## src/rtl/cdb_arbiter.sv

```systemverilog
// cdb_arbiter: shares the Common Data Bus between NUM_REQ functional-unit
// result ports. Each requester owns a one-entry holding slot; a round-robin
// scheduler picks one full slot per cycle and drives a registered broadcast.
// Speculative slots are flushed when a branch resolves as mispredicted.
module cdb_arbiter #(
  parameter int NUM_REQ           = 3,
  parameter int BW_PROCESSOR_DATA = 32,
  parameter int BW_TAG            = 3
) (
  input  logic                                 clk,
  input  logic                                 rst,
  input  logic [NUM_REQ-1:0]                   i_req_valid,
  output logic [NUM_REQ-1:0]                   o_req_ready,
  input  logic [NUM_REQ*BW_TAG-1:0]            i_req_tag_flatten,
  input  logic [NUM_REQ*BW_PROCESSOR_DATA-1:0] i_req_data_flatten,
  input  logic [NUM_REQ-1:0]                   i_req_speculation,
  input  logic                                 i_branch_valid,
  input  logic                                 i_branch_correct_prediction,
  output logic                                 o_cdb_valid,
  output logic [BW_TAG-1:0]                    o_cdb_tag,
  output logic [BW_PROCESSOR_DATA-1:0]         o_cdb_data,
  output logic [NUM_REQ-1:0]                   o_cdb_grant
);

  localparam int          PTR_W = (NUM_REQ > 1) ? $clog2(NUM_REQ) : 1;
  localparam int unsigned NR    = NUM_REQ;

  // Holding slots
  logic [NUM_REQ-1:0]                         full_q, full_d;
  logic [NUM_REQ-1:0]                         spec_q, spec_d;
  logic [NUM_REQ-1:0][BW_TAG-1:0]             tag_q, tag_d;
  logic [NUM_REQ-1:0][BW_PROCESSOR_DATA-1:0]  data_q, data_d;

  // Scheduler and broadcast register
  logic [PTR_W-1:0]                           rr_ptr_q, rr_ptr_d;
  logic                                       cdb_valid_q, cdb_valid_d;
  logic [BW_TAG-1:0]                          cdb_tag_q, cdb_tag_d;
  logic [BW_PROCESSOR_DATA-1:0]               cdb_data_q, cdb_data_d;
  logic [NUM_REQ-1:0]                         cdb_grant_q, cdb_grant_d;

  // Unpacked views of the flattened request buses
  logic [NUM_REQ-1:0][BW_TAG-1:0]             req_tag;
  logic [NUM_REQ-1:0][BW_PROCESSOR_DATA-1:0]  req_data;

  logic [NUM_REQ-1:0] sel;
  logic [PTR_W-1:0]   sel_idx;
  logic               sel_any;
  logic               sel_fire;
  logic [NUM_REQ-1:0] accept;
  logic               mispredict;
  logic               predict_ok;

  assign req_tag    = i_req_tag_flatten;
  assign req_data   = i_req_data_flatten;
  assign mispredict = i_branch_valid & ~i_branch_correct_prediction;
  assign predict_ok = i_branch_valid &  i_branch_correct_prediction;

  // A slot being granted this cycle can be refilled in the same cycle.
  assign o_req_ready = ~full_q | sel;
  assign accept      = i_req_valid & o_req_ready;

  // Round-robin pick: the full slot with the smallest circular distance
  // from rr_ptr wins; distance-minimum avoids a variable-indexed wrap search.
  always_comb begin
    int unsigned off;
    int unsigned best_off;
    off      = 0;
    best_off = NR;
    sel_idx  = '0;
    sel      = '0;
    for (int unsigned j = 0; j < NR; j++) begin
      if (j >= 32'(rr_ptr_q)) off = j - 32'(rr_ptr_q);
      else                    off = j + NR - 32'(rr_ptr_q);
      if (full_q[j] && (off < best_off)) begin
        best_off = off;
        sel_idx  = PTR_W'(j);
      end
    end
    sel_any = (best_off < NR);
    for (int unsigned j = 0; j < NR; j++) begin
      sel[j] = sel_any && (PTR_W'(j) == sel_idx);
    end
  end

  // A speculative pick killed by a mispredict is neither broadcast nor
  // allowed to move the round-robin pointer.
  assign sel_fire = sel_any & ~(mispredict & |(sel & spec_q));

  // Slot update: drain on grant, flush on mispredict, then refill on accept.
  always_comb begin
    full_d = full_q;
    spec_d = spec_q;
    tag_d  = tag_q;
    data_d = data_q;
    for (int unsigned k = 0; k < NR; k++) begin
      if (sel[k])                    full_d[k] = 1'b0;
      if (mispredict && spec_q[k])   full_d[k] = 1'b0;
      if (predict_ok)                spec_d[k] = 1'b0;
      if (accept[k]) begin
        full_d[k] = ~(mispredict & i_req_speculation[k]);
        spec_d[k] = i_req_speculation[k] & ~predict_ok;
        tag_d[k]  = req_tag[k];
        data_d[k] = req_data[k];
      end
    end
  end

  // Broadcast register contents and round-robin pointer advance.
  always_comb begin
    cdb_valid_d = sel_fire;
    cdb_grant_d = sel_fire ? sel : '0;
    cdb_tag_d   = '0;
    cdb_data_d  = '0;
    rr_ptr_d    = rr_ptr_q;
    for (int unsigned k = 0; k < NR; k++) begin
      if (sel_fire && sel[k]) begin
        cdb_tag_d  = tag_q[k];
        cdb_data_d = data_q[k];
      end
    end
    if (sel_fire) begin
      rr_ptr_d = (sel_idx == PTR_W'(NUM_REQ - 1)) ? '0 : sel_idx + PTR_W'(1);
    end
  end

  // State registers with synchronous reset.
  always_ff @(posedge clk) begin
    if (rst) begin
      full_q      <= '0;
      spec_q      <= '0;
      tag_q       <= '0;
      data_q      <= '0;
      rr_ptr_q    <= '0;
      cdb_valid_q <= 1'b0;
      cdb_tag_q   <= '0;
      cdb_data_q  <= '0;
      cdb_grant_q <= '0;
    end else begin
      full_q      <= full_d;
      spec_q      <= spec_d;
      tag_q       <= tag_d;
      data_q      <= data_d;
      rr_ptr_q    <= rr_ptr_d;
      cdb_valid_q <= cdb_valid_d;
      cdb_tag_q   <= cdb_tag_d;
      cdb_data_q  <= cdb_data_d;
      cdb_grant_q <= cdb_grant_d;
    end
  end

  assign o_cdb_valid = cdb_valid_q;
  assign o_cdb_tag   = cdb_tag_q;
  assign o_cdb_data  = cdb_data_q;
  assign o_cdb_grant = cdb_grant_q;

  // Tag 0 is the reserved "ready" tag and must never enter a slot.
  for (genvar k = 0; k < NUM_REQ; k++) begin : g_tag_chk
    a_tag_nonzero: assert property (@(posedge clk) disable iff (rst)
      accept[k] |-> (req_tag[k] != '0));
  end

endmodule

```

## config.mk

```make
export PLATFORM = sky130hd
export DESIGN_NAME = cdb_arbiter
export DESIGN_NICKNAME = d
export VERILOG_FILES = /design/src/rtl/cdb_arbiter.sv
export SDC_FILE = /design/constraint.sdc
export NUM_CORES = 1
export LEC_CHECK = 0
export ABC_AREA = 1
export ABC_CLOCK_PERIOD_IN_PS = 3000
export CORE_MARGIN = 1.5
export CORE_UTILIZATION = 25
export DETAILED_ROUTE_END_ITERATION = 7
export SLEW_MARGIN = 20
export SYNTH_ARGS = -nofsm -noshare
export SYNTH_HDL_FRONTEND = slang
export SYNTH_SLANG_ARGS = --single-unit
```

## constraint.sdc

```tcl
create_clock -name clk -period 3 [get_ports clk]
set_input_delay 0.6 -clock clk [delete_from_list [all_inputs] [get_ports clk]]
set_output_delay 0.6 -clock clk [all_outputs]
set_load 0.005 [all_outputs]
```

# Word level (Yosys, flattened, before mapping)
# Cells that the tools add are included.
dict set report word_totals {
  regBits 152
  in_bits 115
}
dict set report classes {
  mux 28
  n_reduce_logical 21
  n_eq_ne 3
  n_bitwise 21
  add_sub_neg 7
  order_cmp 7
}
# op n
set op_table {}
lappend op_table {{$mux 32} 9}
lappend op_table {{$lt 32x2->1 const B} 2}
lappend op_table {{$lt 32x32->1} 2}
lappend op_table {{$mux 1} 14}
lappend op_table {{$logic_and 1x1->1} 12}
lappend op_table {{$and 1x1->1} 10}
lappend op_table {{$mux 3} 3}
lappend op_table {{$reduce_bool 3->1} 3}
lappend op_table {{$sub 3x2->4 const A} 2}
lappend op_table {{$not 1->1} 7}
lappend op_table {{$and 3x3->3} 2}
lappend op_table {{$reduce_bool 2->1} 3}
lappend op_table {{$sub 1x2->3 const A} 2}
lappend op_table {{$sub 2x2->3 const A} 2}
lappend op_table {{$ge 1x2->1 const A} 2}
lappend op_table {{$mux 2} 2}
lappend op_table {{$not 3->3} 1}
lappend op_table {{$or 3x3->3} 1}
lappend op_table {{$reduce_or 3->1} 1}
lappend op_table {{$add 2x1->2 const B} 1}
lappend op_table {{$eq 1x2->1 const A} 1}
lappend op_table {{$eq 2x2->1 const A} 1}
lappend op_table {{$eq 2x2->1 const B} 1}
lappend op_table {{$ge 2x2->1 const A} 1}
lappend op_table {{2 further kinds} 2}

# Logic depth before layout (Yosys ltp)
dict set report depth {
  depth_word 22
  mapped_depth 26
  ltp_nobuf 25
}

# Least setup slack after synthesis
# Ideal clock, no wire load.
dict set report synth_timing {
  kind {register to output}
  startpoint {register rr_ptr_q[1]}
  endpoint {output port o_req_ready[0]}
  arrival_ps 2422
  path_buffers 0
  required_ps 2400
  slack_ps -22
  path_stages_with_launch 20
  path_cell_list {dfxtp_1 -> inv_1 -> ha_1 -> nor2_1 -> ha_1 -> nand2_2 -> nand2_4 -> o21ai_0 -> inv_1 -> ha_1 -> nand2_1 -> nand2_1 -> nand2_1 -> nand2_1 -> nand2_2 -> nand2_2 -> nand2_4 -> clkinv_4 -> nand2_2 -> nand2_4}
}
dict set report synth_between {
  elab_chain_len 14
  word_cells_on_any_way 27
  cone_classes {add/sub (6); order compare (7); mux (8); bitwise (1); reduce/logical (5)}
}
# element line
set synth_lines {}
lappend synth_lines {{start, declared} 35} ;# logic [PTR_W-1:0] rr_ptr_q, rr_ptr_d;
lappend synth_lines {{start signal, assigned} 143} ;# rr_ptr_q <= rr_ptr_d;
lappend synth_lines {{$sub 2x2->3, or another cell as far along} 73} ;# else off = j + NR - 32'(rr_ptr_q);
lappend synth_lines {{$mux 32} 72} ;# if (j >= 32'(rr_ptr_q)) off = j - 32'(rr_ptr_q);
lappend synth_lines {{$lt 32x2->1} 74} ;# if (full_q[j] && (off < best_off)) begin
lappend synth_lines {{$logic_and 1x1->1} 74}
lappend synth_lines {{$mux 32} 74}
lappend synth_lines {{$lt 32x32->1} 74}
lappend synth_lines {{$logic_and 1x1->1} 74}
lappend synth_lines {{$mux 32} 74}
lappend synth_lines {{$lt 32x32->1} 74}
lappend synth_lines {{$logic_and 1x1->1} 74}
lappend synth_lines {{$mux 32 or $mux 2 (tied branches)} 74}
lappend synth_lines {{$lt 32x2->1 or $logic_not 2->1 (tied branches)} {79, 81}}
lappend synth_lines {{$logic_and 1x1->1 (*)} 81} ;# sel[j] = sel_any && (PTR_W'(j) == sel_idx);
lappend synth_lines {{$or 3x3->3 (*)} 59} ;# assign o_req_ready = ~full_q | sel;
lappend synth_lines {{end, declared} 13} ;# output logic [NUM_REQ-1:0] o_req_ready,
# Mark *: on every way between the ends. The rest lies on a longest branch, timed or not.

# Worst setup path after layout
# Same ends and word-level chain as after synthesis.

==> qor.yml <==
job:
  max-cap-violations: 0
global_route:
  grt_use_total_pct: 14.0
  grt_pass1_wl_um: 28700
  gr-total-overflow: 0
  grt_most_used_layer: "met2"
  grtUsageMet3_pct: 3.24
  grt.met2_usage_pct: 24.3
  antenna_found_initial: 0
  grt_max_degree: 59
  grtUsageMet1_pct: 17.4
  first_global_vias: 5658
synthesis:
  synth_top_area_cell: "dfxtp_1"
  ys_ff_latch: 152
  synth_area_leaders: "dfxtp_1, nor2_1, o21ai_0, a21oi_1, inv_1"
  syn_avg_cell_area_um2: 7.85
  syn-cell-area_um2: 6310
  ys_types: 30
  synth_top_area_share_pct: 48.2
  ys_seq_area_share_pct: 48.2
  synth_cells: 804
  yosys_warnings: 0
placement:
  hpwl_um: 12400
  routabilityCongestion: 0.765
  io_buffers: 156
layout:
  fillers: 2535
  utilization_pct: 39.7
  layout-drive-gt1-share_pct: 20.1
  synthToLayoutAreaGrowth_pct: 54.5
  regArea_um2: 3050
  multi_input_area_um2: 2880
  layout.nets: 1122
  num_antenna_cells: 0
routing:
  detail-route-antenna-nets: 0
  drt_iter0_drc: 326
  drc: 0
  vias: 5820
  routedWlPerCell_um: 15.0
  vias_per_cell: 4.36
  firstDrtPassIters: 4
  wl_um: 20000
sta:
  slew_violations: 0
  layout_setup_ws_ps: -271
  fmax_mhz: 306
  period_needed_ps: 3270
  finClkSkew_ps: 13.7
  holdWs_ps: 453
  final_hold_viol_count: 0
  setup_viol: 15
  rsz0062_at_grt: "yes"
  finalCritPeriodShare_pct: 109
critical_path:
  crit_path_frequent_cell: "nand2_4"
  critPathMaxStageDelay_ps: 360
  crit_slowest_cell: "dfxtp_4"
  crit_fanout: 3
  worstSetupPathType: "flop to output port"
  crit_arrival_ps: 2670
  cp-end-kind: "output port"
  crit_path_start_kind: "flop"
  worstPathCellList: "inv_4 -> ha_4 -> nor2_4 -> ha_4 -> inv_2 -> nand2_2 -> nor2_4 -> nand2_4 -> o21ai_4 -> inv_1 -> ha_1 -> nand2_1 -> nand2_1 -> nand2_1 -> nand2_1 -> nand2_2 -> nand2_4 -> nand2_4 -> clkinv_4 -> nand2_4 -> nand2_4 -> buf_6"
  worstPathRequired_ps: 2400
pwr:
  p_leak_nw: 3.83
  vdd_drop_max_v: 0.000336
  power.density_nw_per_um2: 646
clock_tree:
  numCtsBuffers: 17
  numClockSinks: 152
  clkSlewWorstSetupHoldPaths_ps: 60
  clockRootBuffer: "clkbuf_16"
  clock_latency_ps: 420
  ctsHtreeMaxLevel: 4
  clk_path_buf_depth: 2
  cts_tree: "done"
  hold_buffers: 0
floorplan:
  core_area_um2: 24500
  fp.dieW_um: 162
  num_rows: 57
  start_util_pct: 25.7
  ioPinCount: 157
  die-area_um2: 26200
  die_h_um: 162
run_status:
  outcome: "finished, violations left"
  violations: "setup timing"
hold_path:
  hp-class: "flop to flop"
==> per-layer routing <==
layer | wire [µm] | share of wire, %
met1 | 9270 | 46
met2 | 9690 | 48
met3 | 847 | 4.2
met5 | 0 | 0
met4 | 223 | 1.1
==> per-stage QoR <==
| step | worst slack (ps) | cell area, µm² | cells | power, W | setup TNS (ps) |
|---|---|---|---|---|---|
| final | -271 | 9750 | 1334 | 0.00630 | -893 |
| after global routing | -474 | 9750 | 1334 | 0.00664 | -16660 |
| after CTS | -318 | 9220 | 1318 | 0.00614 | -1530 |
| after detailed placement | -438 | 8520 | 1280 | 0.00382 | -8300 |
| after global placement | -338 | 8520 | 1280 | 0.00380 | -1330 |
| after floorplan | 30.5 | 6320 | 807 | 0.00312 | 0 |
==> kinds of logic after synthesis <==
kind of cell    share of synthesized area [%]
simple gates                             17.4
fa+ha+maj                                1.98
other cells                             0.119
compound gates                           22.2
flops                                    48.2
buf+inv                                  10.1
==> synthesized netlist by cell type (all sizes together) <==
| library cell | instances |
|---|---|
| nor2 | 189 |
| dfxtp | 152 |
| o21ai | 145 |
| inv | 94 |
| a21oi | 77 |
| o21bai | 35 |
| nand2 | 31 |
| buf | 25 |
| clkbuf | 25 |
| ha | 10 |
| nand3 | 7 |
| nand4 | 4 |
| o21a | 3 |
| clkinv | 2 |
| conb | 2 |
| nor3 | 2 |
| o22ai | 1 |
==> sequential cells by signal (all words and copies together) (netlist names) <==
name         count
data_q          96
o_cdb_data      32
tag_q            9
full_q           3
o_cdb_grant      3
o_cdb_tag        3
spec_q           3
rr_ptr_q         2
o_cdb_valid      1
==> power breakdown <==
group	leakage (nW)	internal, W	switching [W]
registers	1.26	0.00225	0.0000794
clock network	0.297	0.00134	0.000919
logic	2.27	0.000842	0.000866
==> placed cells by master, fill, tap and decap left out, types with 7 or more instances in the layout <==
| cell type | count |
|---|---|
| a21oi_1 | 73 |
| buf_12 | 15 |
| buf_4 | 33 |
| buf_6 | 7 |
| clkbuf_16 | 25 |
| clkdlybuf4s50_1 | 153 |
| dfxtp_1 | 150 |
| inv_1 | 88 |
| nand2_1 | 14 |
| nand2_2 | 7 |
| nand2_4 | 8 |
| nor2_1 | 134 |
| nor2_2 | 53 |
| o21ai_0 | 49 |
| o21ai_1 | 89 |
| o21bai_1 | 35 |
==> cell type report <==
cell class / count / area share (%)
clock buffers: 18 / 4.50
clock inverters: 14 / 1.77
inverters: 96 / 3.93
multi-input cells: 510 / 29.5
flip-flops and latches: 152 / 31.3
well taps: 324 / 4.16
repair buffers: 220 / 24.8
==> final timing paths <==
kind / start / end / slack, ps / cells after the start
worst min-delay path: tag_q[1] / tag_q[1] / 450 / 2
worst max-delay path: rr_ptr_q[1] / o_req_ready[0] / -270 / 22
worst min register to register: tag_q[1] / tag_q[1] / 450 / 2
worst max register to register: rr_ptr_q[1] / o_cdb_data[1] / -40 / 25
==> worst max-delay path: cells and delay by family, from the launching register on <==
kind            cells  cell delay (ps)
fa+ha+maj           3              570
compound gates      1              130
flops               1              360
buf+inv             5              340
simple gates       13              870
==> what timing repair did <==
action | 4_1_cts | 5_1_grt
setup endpoints to repair | 94 | 152
pin swaps | 9 | 6
gates cloned | 0 | 11
resized for setup | 30 | 99
setup buffers | 6 | 5
(Power assumes the default switching activity.)
